## config.mk

```make
export PLATFORM = sky130hd
export DESIGN_NAME = mem_stage_pipe
export DESIGN_NICKNAME = d
export VERILOG_FILES = /design/src/rtl/mem_stage_pipe.sv
export SDC_FILE = /design/constraint.sdc
export NUM_CORES = 1
export LEC_CHECK = 0
export ABC_AREA = 0
export ABC_CLOCK_PERIOD_IN_PS = 1500
export CAP_MARGIN = 20
export CORE_ASPECT_RATIO = 0.6
export CORE_MARGIN = 2
export CORE_UTILIZATION = 35
export DETAILED_ROUTE_END_ITERATION = 8
export PLACE_DENSITY = 0.85
export SYNTH_ARGS = -nofsm -noshare
export SYNTH_HDL_FRONTEND = slang
export SYNTH_SLANG_ARGS = --single-unit
```

## constraint.sdc

```tcl
create_clock -name clk -period 1.5 [get_ports clk]
set_input_delay 0.3 -clock clk [delete_from_list [all_inputs] [get_ports clk]]
set_output_delay 0.3 -clock clk [all_outputs]
set_load 0.05 [all_outputs]
```

## src/rtl/mem_stage_pipe.sv

```systemverilog
// EX/MEM pipeline register with a req/ack data-memory access controller.
// Freezes upstream stages via StallMem until each access acks or times out.
module mem_stage_pipe #(
   parameter int DATA_W  = 32,
   parameter int REG_W   = 5,
   parameter int TIMEOUT = 16
) (
   input  logic              clk,
   input  logic              rst_n,
   input  logic              ValidE,
   input  logic              RegWriteE,
   input  logic              MemtoRegE,
   input  logic              MemWriteE,
   input  logic [DATA_W-1:0] ALUOutE,
   input  logic [DATA_W-1:0] WriteDataE,
   input  logic [REG_W-1:0]  WriteRegE,
   input  logic              FlushM,
   output logic              ValidM,
   output logic              RegWriteM,
   output logic              MemtoRegM,
   output logic              MemWriteM,
   output logic [DATA_W-1:0] ALUOutM,
   output logic [DATA_W-1:0] WriteDataM,
   output logic [REG_W-1:0]  WriteRegM,
   output logic [DATA_W-1:0] ReadDataM,
   output logic              MemErrM,
   output logic              StallMem,
   output logic              mem_req,
   output logic              mem_we,
   output logic [DATA_W-1:0] mem_addr,
   output logic [DATA_W-1:0] mem_wdata,
   input  logic              mem_ack,
   input  logic [DATA_W-1:0] mem_rdata
);

   localparam int CNT_W = $clog2(TIMEOUT + 1);

   typedef enum logic [1:0] {
      IDLE = 2'd0,
      BUSY = 2'd1,
      DONE = 2'd2
   } state_t;

   state_t            r_state;
   logic [CNT_W-1:0]  r_cnt;
   logic              r_valid, r_rw, r_mtr, r_mw, r_err;
   logic [DATA_W-1:0] r_alu, r_wd, r_rdata;
   logic [REG_W-1:0]  r_wr;

   logic w_memop, w_stall;

   assign w_memop = r_valid & (r_mtr | r_mw);
   // DONE releases the stall for exactly one cycle so the next instruction loads.
   assign w_stall = w_memop & (r_state != DONE);

   // NOTE: sequential state uses non-blocking (<=) so every register samples
   // pre-edge values; blocking here would create order-dependent races.
   always_ff @(posedge clk or negedge rst_n) begin
      if (!rst_n) begin
         r_valid <= 1'b0;
         r_rw    <= 1'b0;
         r_mtr   <= 1'b0;
         r_mw    <= 1'b0;
         r_alu   <= '0;
         r_wd    <= '0;
         r_wr    <= '0;
      end else if (!w_stall) begin
         r_alu <= ALUOutE;
         r_wd  <= WriteDataE;
         r_wr  <= WriteRegE;
         if (FlushM) begin
            r_valid <= 1'b0;
            r_rw    <= 1'b0;
            r_mtr   <= 1'b0;
            r_mw    <= 1'b0;
         end else begin
            r_valid <= ValidE;
            r_rw    <= RegWriteE;
            r_mtr   <= MemtoRegE;
            r_mw    <= MemWriteE;
         end
      end
   end

   always_ff @(posedge clk or negedge rst_n) begin
      if (!rst_n) begin
         r_state <= IDLE;
         r_cnt   <= '0;
         r_rdata <= '0;
         r_err   <= 1'b0;
      end else begin
         if (!w_stall) r_err <= 1'b0;
         case (r_state)
            IDLE: begin
               if (w_memop) begin
                  r_state <= BUSY;
                  r_cnt   <= '0;
               end
            end
            BUSY: begin
               r_cnt <= r_cnt + CNT_W'(1);
               // Ack has priority over a timeout landing on the same cycle.
               if (mem_ack) begin
                  r_state <= DONE;
                  if (r_mtr) r_rdata <= mem_rdata;
               end else if (r_cnt == CNT_W'(TIMEOUT - 1)) begin
                  r_state <= DONE;
                  r_err   <= 1'b1;
                  if (r_mtr) r_rdata <= '0;
               end
            end
            DONE:    r_state <= IDLE;
            default: r_state <= IDLE;
         endcase
      end
   end

   assign ValidM     = r_valid;
   assign RegWriteM  = r_rw;
   assign MemtoRegM  = r_mtr;
   assign MemWriteM  = r_mw;
   assign ALUOutM    = r_alu;
   assign WriteDataM = r_wd;
   assign WriteRegM  = r_wr;
   assign ReadDataM  = r_rdata;
   assign MemErrM    = r_err;
   assign StallMem   = w_stall;
   assign mem_req    = (r_state == BUSY);
   assign mem_we     = r_mw;
   assign mem_addr   = r_alu;
   assign mem_wdata  = r_wd;

endmodule

```

## Yosys cells after proc, flatten, opt, wreduce, memory -nomap -nowiden

Cells that the tools add are included.

- Reduce and logical (&&, ||, !) cells: 6
- Equal/unequal tests: 5
- Muxes and demuxes: 18
- Bitwise logic cells: 3
- Add/subtract/negate cells: 1

Operators by type and width:

| cell | count |
|---|---|
| two-way mux 32 bit | 4 |
| one-hot mux 5 bit (2 select lines) | 1 |
| two-way mux 1 bit | 8 |
| two-way mux 2 bit | 3 |
| adder 5 x 1 -> 5 bit, second input constant | 1 |
| equality test 5 x 4 -> 1 bit, second input constant | 1 |
| two-way mux 5 bit | 1 |
| != test 2 bit, second input constant | 2 |
| one-hot mux 2 bit (2 select lines) | 1 |
| AND reduction 2 bit | 2 |
| nonzero test 2 bit | 2 |
| != test 3 x 1 -> 1 bit, second input constant | 1 |
| AND reduction 3 bit | 1 |
| AND 1 bit | 2 |
| equality test 2 x 1 -> 1 bit, second input constant | 1 |
| zero test 2 bit | 1 |
| OR 1 bit | 1 |

- Register bits: 113
- Bits of input ports: 109
- Output and inout bits: 173
- Word-level logic and storage cells: 44

## Longest topological paths before layout

- Depth after elaboration: 7
- Mapped depth: 7
- Depth with buffers taken out: 6

## Worst setup path after synthesis

No wires, ideal clock.

- Path kind: register -> register
- From: reg r_mtr, in the netlist MemtoRegM
- To: reg r_wd[10], in the netlist WriteDataM[10]
- Library setup time: 0.125 ns
- Path buffers: 2
- Path slack: -0.401 ns
- Data required time: 1.375 ns
- Period minus slack after synthesis: 1.901 ns
- Data arrival time: 1.776 ns
- Stages on the path, launching flop included: 6
- Cells stage by stage: dfrtp_1 -> buf_6 -> o21ai_4 -> a21oi_2 -> buf_2 -> mux2_2

- Longest elaborated chain between the ends: 3

Ends and longest elaborated chain:

| item | RTL line | text |
|---|---|---|
| start, declared | 46 | `logic r_valid, r_rw, r_mtr, r_mw, r_err;` |
| start signal, assigned | 79 | `r_mtr <= MemtoRegE;` |
| OR 1 bit | 52 | `assign w_memop = r_valid & (r_mtr \| r_mw);` |
| AND 1 bit | 52 |  |
| AND 1 bit | 54 | `assign w_stall = w_memop & (r_state != DONE);` |
| named net StallMem | 27 | `output logic StallMem,` |
| end signal, assigned | 69 | `r_wd <= WriteDataE;` |
| end, declared | 47 | `logic [DATA_W-1:0] r_alu, r_wd, r_rdata;` |

The timed path passes the listed nets, and every way through them passes these cells.
A chain may end at the register's enable or synchronous reset.

## Worst setup path in the final report

- From: reg r_cnt[1]
- To: reg r_rdata[19], in the netlist ReadDataM[19]

- Longest elaborated chain between the ends: 3

Ends and longest elaborated chain:

| item | RTL line | text |
|---|---|---|
| start, declared | 45 | `logic [CNT_W-1:0] r_cnt;` |
| start signal, assigned | 101 | `r_cnt <= r_cnt + CNT_W'(1);` |
| equality test 5 x 4 -> 1 bit | 106 | `end else if (r_cnt == CNT_W'(TIMEOUT - 1)) begin` |
| nonzero test 2 bit (no source line) | - |  |
| AND reduction 3 bit (no source line) | - |  |
| end signal, assigned | 105 | `if (r_mtr) r_rdata <= mem_rdata;` |
| end, declared | 47 |  |

Every way passes these cells.

==> results.py <==
metrics = {
    "status": {
        "status": "complete, but fails checks",
        "violations": "negative setup slack",
    },
    "power": {
        "p_leak_nw": 4.79,
        "cellPowerDensity_nw_per_um2": 1730,
        "p_switching_mw": 7.26,
        "p_clk_frac": 0.210,
        "internal_power_mw": 11.2,
        "irDropWorstVdd_mv": 0.870,
        "p_sw_frac": 0.394,
        "power_frac_comb": 0.526,
        "sequentialPowerShare": 0.264,
    },
    "worst_setup_path": {
        "crit_fanout": 8,
        "required_ns": 1.82,
        "cp_data_arrival_time_ns": 2.09,
        "r2r_start": "r_cnt[1]",
        "critPathLaunchType": "flip-flop",
        "crit_type": "reg -> reg",
        "rrSetupSlack_ns": -0.27,
        "reg2reg_to": "ReadDataM[19]",
        "end_kind": "flip-flop",
        "reg2regPathDepth": 8,
    },
    "logic_synthesis": {
        "syn_area_um2": 5180,
        "synthCells": 402,
        "yosysWarnings": 0,
        "yosys-top-cells-area": "dfrtp_1 55%, mux2_4 14%, buf_4 9.4%, mux2_2 5.0%, nand4_1 3.9%",
        "yosysTopAreaCellShare": 0.546,
        "synth.distinct_cells": 29,
        "synth_nets": 513,
        "avgSynthCellArea_um2": 12.9,
        "yosysTopAreaCell": "dfrtp_1",
        "synth-seq-area-share": 0.546,
        "yosys_register_bits": 113,
    },
    "sta": {
        "report.final.slew_viol_count": 0,
        "fin_crit_sh": 1.18,
        "final-hold-violation-count": 0,
        "rsz0062_at_grt": "true",
        "post-route-min-period_ns": 1.77,
        "fin_ws_ns": -0.268,
        "final-setup-viol-count": 81,
        "worst_pin_slew_ns": 0.416,
        "fmax_ghz": 0.566,
        "max_slew_margin": 0.723,
        "fin_skew_ns": 0.0117,
    },
    "layout": {
        "diodes": 0,
        "drive_above_1_share": 0.547,
        "layout.nets": 774,
        "fin_cells": 873,
        "syn_to_final_growth_pct": 106,
    },
    "clock_network": {
        "cts_buffers": 17,
        "root_buffer": "clkbuf_16",
        "clk-insertion-delay-late_ns": 0.40,
        "clk_path_buf_depth": 2,
        "clkTransAtPathRegs_ns": 0.05,
        "clock_sinks": 113,
        "h-tree-depth": 4,
        "cts_tree": "done",
    },
    "placed_design": {
        "gp_congestion": 0.781,
        "dp_cells": 824,
        "portBuffers": 281,
        "dp_hpwl_mm": 13.2,
        "post-place-ws_ns": -0.213,
    },
    "floorplanning": {
        "die_y_um": 98.2,
        "start_util": 0.358,
        "die_area_um2": 15800,
        "die_x_um": 161,
        "fp.coreArea_um2": 14500,
        "ioPinCount": 282,
        "rows": 34,
    },
    "detailed_routing": {
        "drtAntennaViolNets": 0,
        "routedWlPerCell_um": 20.3,
        "avgViaCountPerCell": 4.72,
        "vias": 4122,
        "drt-initial-drc-count": 158,
        "wl_mm": 17.7,
        "drc": 0,
        "first_pass_iters": 4,
    },
    "flow_run": {
        "max_cap_violations": 0,
    },
    "global_routing": {
        "grtUsageTotal": 0.230,
        "antenna_found_initial": 0,
        "grt_max_degree": 43,
        "grt_pass1_wl_mm": 28.0,
        "grt_pass1_vias": 4727,
        "gr-total-overflow": 0,
    },
    "hold_path": {
        "hold_path.class": "in -> async",
    },
}
## timing repair
action,4_1_cts,5_1_grt
pin swaps,6,4
setup endpoints to repair,56,96
buffers inserted,12,2
endpoints found under the hold margin,23,0
hold buffers,1,0
gates cloned,3,1
resized for setup,43,5
## final cells by class
cell class,count,area [µm²]
Timing Repair Buffer,330,5130
Fill cell,883,3790
Sequential cell,113,2830
Multi-Input combinational cell,163,1750
Clock buffer,21,460
Tap cell,198,248
Inverter,38,143
Clock inverter,10,111
## metrics by stage
step	cell area, µm²	TNS [ns]	hold slack (ns)	power (mW)	util
final	10700	-12.05	0.373	18.4	0.738
after global routing	10700	-17.36	0.390	19.1	0.738
after CTS	10600	-11.96	0.368	18.5	0.736
after detailed placement	9710	-4.33	0.252	14.1	0.671
after global placement	9710	-1.83	0.242	13.8	0.671
after floorplan	5240	-9.79	0.00441	9.05	-
## state kept, by name, indices dropped and copies added (netlist names)
signal / count
ReadDataM: 32
r_state: 2
WriteRegM: 5
MemErrM: 1
WriteDataM: 32
RegWriteM: 1
ALUOutM: 32
MemtoRegM: 1
MemWriteM: 1
r_cnt: 5
ValidM: 1
## routing by layer
layer	vias to the layer above	global-route usage	share of wire
met5	-	0	0
met4	0	0.0515	0.0090
met3	13	0.0629	0.059
met2	165	0.416	0.54
met1	2124	0.276	0.39
li1	1820	-	-
## cells by family after synthesis
| group | share of synthesized area |
|---|---|
| buffers and inverters | 0.150 |
| AOI/OAI and AO/OA | 0.0498 |
| DFF | 0.546 |
| adders and majority gates | 0.00483 |
| muxes | 0.195 |
| xor gates and xnor gates | 0.00169 |
| and+or+nand+nor | 0.0529 |
## worst max-delay path, cell delays in order (launching register included)
cell and delay (ns):
dfrtp_1 0.40, ha_2 0.21, and3_4 0.16, ha_4 0.17, nor2_4 0.08, and3b_2 0.27
buf_12 0.15, buf_16 0.14, o21ai_2 0.11
## how the worst max path moves through the flow
stage	from	endpoint	cells past startpoint
final	r_cnt[1]	ReadDataM[19]	8
after global routing	r_cnt[1]	ReadDataM[5]	8
after CTS	MemtoRegM	StallMem	5
after detailed placement	r_cnt[1]	ReadDataM[0]	7
after global placement	r_cnt[1]	ReadDataM[31]	7
after floorplan	MemtoRegM	MemWriteM	6
## cells in the mapped netlist
master	n
a21o_1	2
a21oi_1	1
a21oi_2	1
a22o_1	3
a32o_1	1
and3_1	1
and3b_1	1
buf_2	6
buf_4	65
buf_6	7
clkbuf_1	10
dfrtp_1	113
ha_1	2
inv_1	38
mux2_2	23
mux2_4	50
nand3_1	1
nand4_1	32
nor2_1	2
nor2b_1	4
nor3_1	1
nor3b_1	1
o21a_1	1
o21ai_0	31
o21ai_1	1
o21ai_4	1
o2bb2ai_1	1
or3b_2	1
xnor2_1	1
## power by group through the flow
stage	clock network, mW	logic [mW]	registers [mW]
5_1_grt	4.11	10.0	4.96
4_1_cts	3.94	9.66	4.86
3_5_place_dp	0	9.22	4.88
3_3_place_gp	0	9.01	4.81
2_1_floorplan	0	2.34	6.71
6_report	3.88	9.69	4.86
## placed cells by master (no fill, tap or decap), drive strengths merged
cell	n
nand4	32
ha	2
o21a	1
nor3	1
xnor2	1
a21oi	2
a22o	3
inv	38
clkinvlp	3
clkbuf	22
a32o	1
and3	1
dfrtp	113
and3b	1
nor2b	4
nor2	2
a21o	2
o2bb2ai	1
nand3	1
clkinv	5
dlygate4sd3	1
mux2	73
clkdlybuf4s50	107
buf	220
nor3b	1
bufinv	2
bufbuf	1
or3b	1
o21ai	33
Power figures use the tool's default switching activity.
